## config.mk

```make
export PLATFORM = sky130hd
export DESIGN_NAME = add_64_flat
export DESIGN_NICKNAME = d
export VERILOG_FILES = /design/src/rtl/add_64_if.sv /design/src/rtl/add_64.sv /design/src/flat_wrapper.sv
export SDC_FILE = /design/constraint.sdc
export NUM_CORES = 2
export LEC_CHECK = 0
export ABC_CLOCK_PERIOD_IN_PS = 2560
export BUFFER_PORTS_ARGS = -buffer_cell sky130_fd_sc_hd__clkbuf_2
export CAP_MARGIN = 20
export CORE_AREA = 8 8 473 475
export CTS_CLUSTER_SIZE = 20
export DETAILED_ROUTE_END_ITERATION = 12
export DIE_AREA = 0 0 481 483
export GPL_TIMING_DRIVEN = 1
export PLACE_DENSITY = 0.64
export SLEW_MARGIN = 10
export SYNTH_ARGS = -nofsm -noshare
export SYNTH_HDL_FRONTEND = slang
export SYNTH_SLANG_ARGS = --single-unit
export TNS_END_PERCENT = 5
```

## constraint.sdc

```tcl
create_clock -name clk -period 2.56 [get_ports clk]
set_input_delay 0.512 -clock clk [delete_from_list [all_inputs] [get_ports clk]]
set_output_delay 0.512 -clock clk [all_outputs]
set_load 0.01 [all_outputs]
```

## src/rtl/add_64_if.sv

```systemverilog
// Operand/result bundle for the 64-input signed adder tree.
// The tree drives out; the producer drives the 64 operands in.
interface add_64_if #(
    parameter int W = 19
);
    logic signed [W-1:0] in [63:0];
    logic signed [W-1:0] out;

    modport master (output in, input out);
    modport slave (input in, output out);
endinterface

```

## src/rtl/add_64.sv

```systemverilog
// Six-level pipelined signed adder tree: 64 W-bit operands -> one W-bit sum per clock.
// Build option ADD64_SATURATE_EN clamps the result; otherwise the sum wraps modulo 2^W.
module add_64 #(
    parameter int W = 19
) (
    input  logic     clk,
    input  logic     rst,
    add_64_if.slave  bus
);
    // Every level is carried at the full W+6 width so no stage can overflow.
    typedef logic signed [W+5:0] acc_t;

    localparam acc_t ACC_ZERO = {(W+6){1'b0}};

    function automatic acc_t sext(input logic signed [W-1:0] v);
        return {{6{v[W-1]}}, v};
    endfunction

    acc_t lvl1_r [0:31];
    acc_t lvl2_r [0:15];
    acc_t lvl3_r [0:7];
    acc_t lvl4_r [0:3];
    acc_t lvl5_r [0:1];
    acc_t lvl6_r;

    logic signed [W-1:0] out_s;

    // Reduction pipeline: each level sums adjacent pairs of the level below.
    always_ff @(posedge clk) begin
        if (rst) begin
            for (int j = 0; j < 32; j++) lvl1_r[j] <= ACC_ZERO;
            for (int j = 0; j < 16; j++) lvl2_r[j] <= ACC_ZERO;
            for (int j = 0; j < 8; j++)  lvl3_r[j] <= ACC_ZERO;
            for (int j = 0; j < 4; j++)  lvl4_r[j] <= ACC_ZERO;
            for (int j = 0; j < 2; j++)  lvl5_r[j] <= ACC_ZERO;
            lvl6_r <= ACC_ZERO;
        end else begin
            for (int j = 0; j < 32; j++) lvl1_r[j] <= sext(bus.in[2*j]) + sext(bus.in[2*j+1]);
            for (int j = 0; j < 16; j++) lvl2_r[j] <= lvl1_r[2*j] + lvl1_r[2*j+1];
            for (int j = 0; j < 8; j++)  lvl3_r[j] <= lvl2_r[2*j] + lvl2_r[2*j+1];
            for (int j = 0; j < 4; j++)  lvl4_r[j] <= lvl3_r[2*j] + lvl3_r[2*j+1];
            for (int j = 0; j < 2; j++)  lvl5_r[j] <= lvl4_r[2*j] + lvl4_r[2*j+1];
            lvl6_r <= lvl5_r[0] + lvl5_r[1];
        end
    end

`ifdef ADD64_SATURATE_EN
    localparam acc_t SAT_MAX = {{7{1'b0}}, {(W-1){1'b1}}};
    localparam acc_t SAT_MIN = {{7{1'b1}}, {(W-1){1'b0}}};

    // Clamp the exact sum into the signed W-bit range.
    always_comb begin
        out_s = lvl6_r[W-1:0];
        if (lvl6_r > SAT_MAX) begin
            out_s = SAT_MAX[W-1:0];
        end else if (lvl6_r < SAT_MIN) begin
            out_s = SAT_MIN[W-1:0];
        end else begin
            out_s = lvl6_r[W-1:0];
        end
    end
`else
    // Wrap mode keeps only the low W bits; the guard bits are intentionally dropped.
    logic unused_hi_s;
    assign unused_hi_s = ^lvl6_r[W+5:W];

    // Truncate the exact sum to W bits (modulo 2^W).
    always_comb begin
        out_s = lvl6_r[W-1:0];
    end
`endif

    assign bus.out = out_s;

endmodule

```

## src/flat_wrapper.sv

```systemverilog
// flat-port wrapper written by rule: the top's interface ports become plain ports
module add_64_flat 
#(
    parameter int W = 19
)
  (clk, rst, bus_in, bus_out);
  add_64_if #(.W(W)) bus_i ();
  input  logic clk;
  input  logic rst;
  input wire logic [$bits(bus_i.in)-1:0] bus_in;
  output wire logic [$bits(bus_i.out)-1:0] bus_out;
  assign bus_i.in = {>>{bus_in}};
  assign bus_out = bus_i.out;
  add_64 #(.W(W)) u_core (.clk(clk), .rst(rst), .bus(bus_i));
endmodule
```

# After elaboration in Yosys (flattened, before gate mapping)
# Memory sizes are Yosys's and may differ from the RTL's.
# Index checks and enable logic that the tools add are counted.
# classes
n_addsub,63
n_mux,65
n_bitwise,62
# ops
operator,n
2-to-1 mux 25 bit,62
adder 25 bit,30
adder 19 x 19 -> 20 bit,32
OR 1 bit,62
adder 19 bit,1
2-to-1 mux 1 bit,3
# totals
reg_bits,19
mem_bits_rw,1550
word_cells,196
n_memories,5
# mem_list
name,depth,width,read_ports,rd_clocked_by_memory_dff,wr,line,source
u_core.lvl1_r,32,25,32,0,32,add_64.sv:19,acc_t lvl1_r [0:31];
u_core.lvl2_r,16,25,16,0,16,add_64.sv:20,acc_t lvl2_r [0:15];
u_core.lvl3_r,8,25,8,0,8,add_64.sv:21,acc_t lvl3_r [0:7];
u_core.lvl4_r,4,25,4,0,4,add_64.sv:22,acc_t lvl4_r [0:3];
u_core.lvl5_r,2,25,2,0,2,add_64.sv:23,acc_t lvl5_r [0:1];

# Logic depth before layout (Yosys ltp)
# depth
depth_word,3
depth_mapped,9

# Least setup slack after synthesis
# No wires, ideal clock.
# synth_path
path_type,input-to-reg
start,in bus_in[456]
end,mem u_core.lvl1_r[0][316] (netlist bit)
t_arrival_ps,2452
required_time_ps,2439
setup_slack_ps,-12
path_stages,9
path_buffers,0
cell_sequence,ha_1 > inv_1 > fa_1 > nand2b_1 > a211oi_2 > o21ai_1 > o31a_1 > o21ai_0 > mux2_2
# synth_rtl
element,line,source
"start, declared",flat_wrapper.sv:10,input wire logic [$bits(bus_i.in)-1:0] bus_in;
"end, declared",add_64.sv:19,

==> out/metrics.yaml <==
clock_network:
  path_clk_slew_ns: 0.06
  ctsRootBufferMaster: "clkbuf_16"
  cts_made_buffers: 141
  post-cts-setup-buffers: 0
  ctsLongestPathBuffers: 3
  cts_tree: "built"
  cts_num_sinks: 1197
  cts_max_level: 4
  clkLatencyLatePin_ns: 0.78
logic_synthesis:
  synth_cells: 9890
  async_flop_share: 0
  syn_avg_cell_area_um2: 8.48
  synth_top_flop_cell: "dfxtp_1"
  synth.distinct_cells: 76
  netlist_area_um2: 83900
  synth_seq_area_share: 0.286
  yosys_warnings: 0
  synth-edff-count: 0
  postSynthNetCount: 12300
  ys_seq_elements: 1197
global_route:
  grt_pass1_wl_mm: 426
  grt_antenna_before_repair: 30
  grt_use_total: 0.224
  grt_pass1_vias: 78500
  grt_overflow: 0
  grt_max_degree: 117
place:
  dp_slack_ns: -0.485
  dp_hpwl_mm: 231
  placed_area_um2: 96800
  routabilityCongestion: 0.976
  port-buffer-count: 1236
critical_path:
  reg2reg_to: "u_core.lvl2_r[1][168]"
  endpoint_kind: "flop"
  r2r_cells: 9
  cp.arrival_ns: 3.25
  worstReg2RegStart: "u_core.lvl1_r[1][300]"
  cp-start-kind: "flop"
  required_ns: 3.25
  worstPathMaxFanout: 4
  reg2reg_slack_ns: -0.0005
  crit_type: "flop to flop"
die:
  ioPinCount: 1237
  die_area_um2: 232000
  die_h_um: 483
  core_area_um2: 216000
  start_util: 0.388
  die_w_um: 481
  num_rows: 171
cells_and_area:
  multi_input_area_um2: 58000
  area_delta_synth_final_pct: 22.0
  seqCellArea_um2: 24000
  final_common_cell: "nor2_1"
  n_fill_cell: 21000
  nets: 14000
  layout_common_cells: "1,289 x nor2_1, 1,235 x clkbuf_2, 1,197 x dfxtp_1"
  layout-drive-gt1-share: 0.194
  final_area_um2: 102000
route:
  ant_nets: 0
  dr_total_vias: 77500
  drt_wl_total_mm: 275
  drt_pass1_iterations: 5
  drc: 0
  routedWlPerCell_um: 18.9
  routed_via_density: 5.33
  drtIter0Drc: 3946
run:
  drv_cap: 0
worst_hold_path:
  hold_path_class: "primary input to flop"
  min_to: "u_core.lvl1_r[1][375]"
  hold_depth: 3
  hold_start: "bus_in[1178]"
sta:
  rsz0062_at_grt: "true"
  slew_headroom: 0.542
  skew_ns: 0.0278
  fmax_mhz: 391
  timing.final.ws_setup_ns: -0.000514
  finalWorstPathRequiredPeriod_ns: 2.56
  fin_crit_sh: 1.00
  finalHoldViolations: 0
  setup_viol: 1
  drv_slew: 0
  tightest_slew_ns: 0.682
pwr:
  leakage_uw: 0.0489
  ir_worst_vdd_uv: 535
  power.density_nw_per_um2: 726
outcome:
  status: "finished, violations left"
  violations: "setup timing"
## where the power goes
| group | switching [uW] | internal (uW) |
|---|---|---|
| combinational | 15600 | 12300 |
| sequential | 1860 | 22400 |
| clock | 8180 | 14000 |
| total | 25600 | 48700 |
## layout make-up
| class | count | share of cell area |
|---|---|---|
| diodes | 8 | 0.000196 |
| clock buffers | 193 | 0.0402 |
| inverters | 342 | 0.0125 |
| flip-flops and latches | 1197 | 0.234 |
| repair buffers | 1746 | 0.100 |
| clock inverters | 64 | 0.0107 |
| multi-input cells | 8155 | 0.567 |
| well taps | 2854 | 0.0349 |
## flip-flops by register name, summed over array words and instances, names as in the netlist
name	flops
u_core.lvl6_r	19
u_core.lvl5_r	38
u_core.lvl4_r	76
u_core.lvl2_r	304
u_core.lvl1_r	608
u_core.lvl3_r	152
## cells in the mapped netlist (14+ instances only)
master | number | area (um2)
o2bb2ai_1 | 19 | 166
or3_1 | 36 | 225
nor3b_1 | 51 | 383
o211ai_1 | 119 | 893
o2111ai_1 | 53 | 464
nand2b_1 | 256 | 1600
inv_1 | 342 | 1280
nand3b_1 | 25 | 188
nand4_1 | 31 | 194
xnor2_1 | 477 | 4180
nand2_1 | 467 | 1750
o21ai_0 | 480 | 2400
a21boi_0 | 55 | 413
a2111o_1 | 14 | 158
o22ai_1 | 35 | 219
clkbuf_1 | 106 | 398
nand3_1 | 91 | 455
and3_1 | 147 | 920
a21o_1 | 427 | 3210
o221ai_1 | 40 | 350
and4_1 | 19 | 166
and3b_1 | 31 | 272
a21oi_1 | 830 | 4150
nor2_1 | 1289 | 4840
dfxtp_1 | 1197 | 24000
a2111oi_0 | 32 | 280
a311oi_1 | 44 | 385
mux2_2 | 196 | 2210
buf_2 | 83 | 415
o31ai_1 | 41 | 308
o21a_1 | 100 | 751
a211oi_1 | 171 | 1280
fa_1 | 63 | 1260
xor2_1 | 271 | 2370
nor3_1 | 292 | 1460
o21bai_1 | 38 | 285
and2_1 | 52 | 325
or2_2 | 14 | 87.6
nor4_1 | 32 | 200
a31oi_1 | 124 | 776
a221oi_1 | 17 | 149
a211o_1 | 36 | 315
nor2b_1 | 378 | 2360
ha_1 | 1134 | 14200
## how the worst max path moves through the flow
| stage | start | endpoint | cells past startpoint |
|---|---|---|---|
| 6_report | u_core.lvl1_r[1][300] | u_core.lvl2_r[1][168] | 9 |
| 5_1_grt | u_core.lvl1_r[1][300] | u_core.lvl2_r[1][168] | 9 |
| 4_1_cts | u_core.lvl1_r[1][350] | u_core.lvl2_r[1][193] | 10 |
| 3_5_place_dp | bus_in[1064] | u_core.lvl1_r[1][318] | 11 |
| 3_3_place_gp | bus_in[1064] | u_core.lvl1_r[1][318] | 11 |
| 2_1_floorplan | bus_in[456] | u_core.lvl1_r[0][316] | 9 |
## per-layer routing
metal,GRT usage,vias to the layer above,part of all wire
li1,-,39100,-
met1,0.270,36100,0.43
met2,0.404,1931,0.49
met3,0.0379,406,0.050
met4,0.0670,30,0.031
met5,0,-,0.00068
## through the flow
stage	hold WS, ns	total power, uW	util	setup TNS, ns	instances
2_1_floorplan	0.524	43200	-	-0.0246	9890
3_3_place_gp	0.553	51900	0.448	-11.19	14300
3_5_place_dp	0.552	52200	0.448	-14.83	14300
4_1_cts	0.00134	75000	0.472	-0.0268	14600
5_1_grt	0.0443	79200	0.473	-0.175	14600
6_report	0.0860	74300	0.473	-0.000514	14600
## logic make-up after synthesis
kind of cell / count (synthesis) / synth area share
buf+inv: 538 / 0.0253
fa+ha+maj: 1197 / 0.184
mux: 202 / 0.0271
simple gates: 3240 / 0.187
flops: 1197 / 0.286
xor+xnor: 748 / 0.0781
compound gates: 2768 / 0.212
## worst max-delay path: stages (launching register included)
cell and delay, ns:
dfxtp_1 0.34, ha_1 0.20, inv_1 0.06, fa_1 0.39, nand2b_1 0.18, a21oi_1 0.28, o2111ai_1 0.27, a211oi_1 0.41
o21ai_0 0.13, a21oi_1 0.21
## repair_timing
| action | in CTS | in global routing |
|---|---|---|
| gates resized for setup | 7 | 53 |
| hold buffers | 4 | 0 |
| hold endpoints to repair | 3 | 0 |
| setup endpoints to repair | 11 | 61 |
| pin swaps | 0 | 1 |
Note: power is estimated with default switching activity, not from simulation.
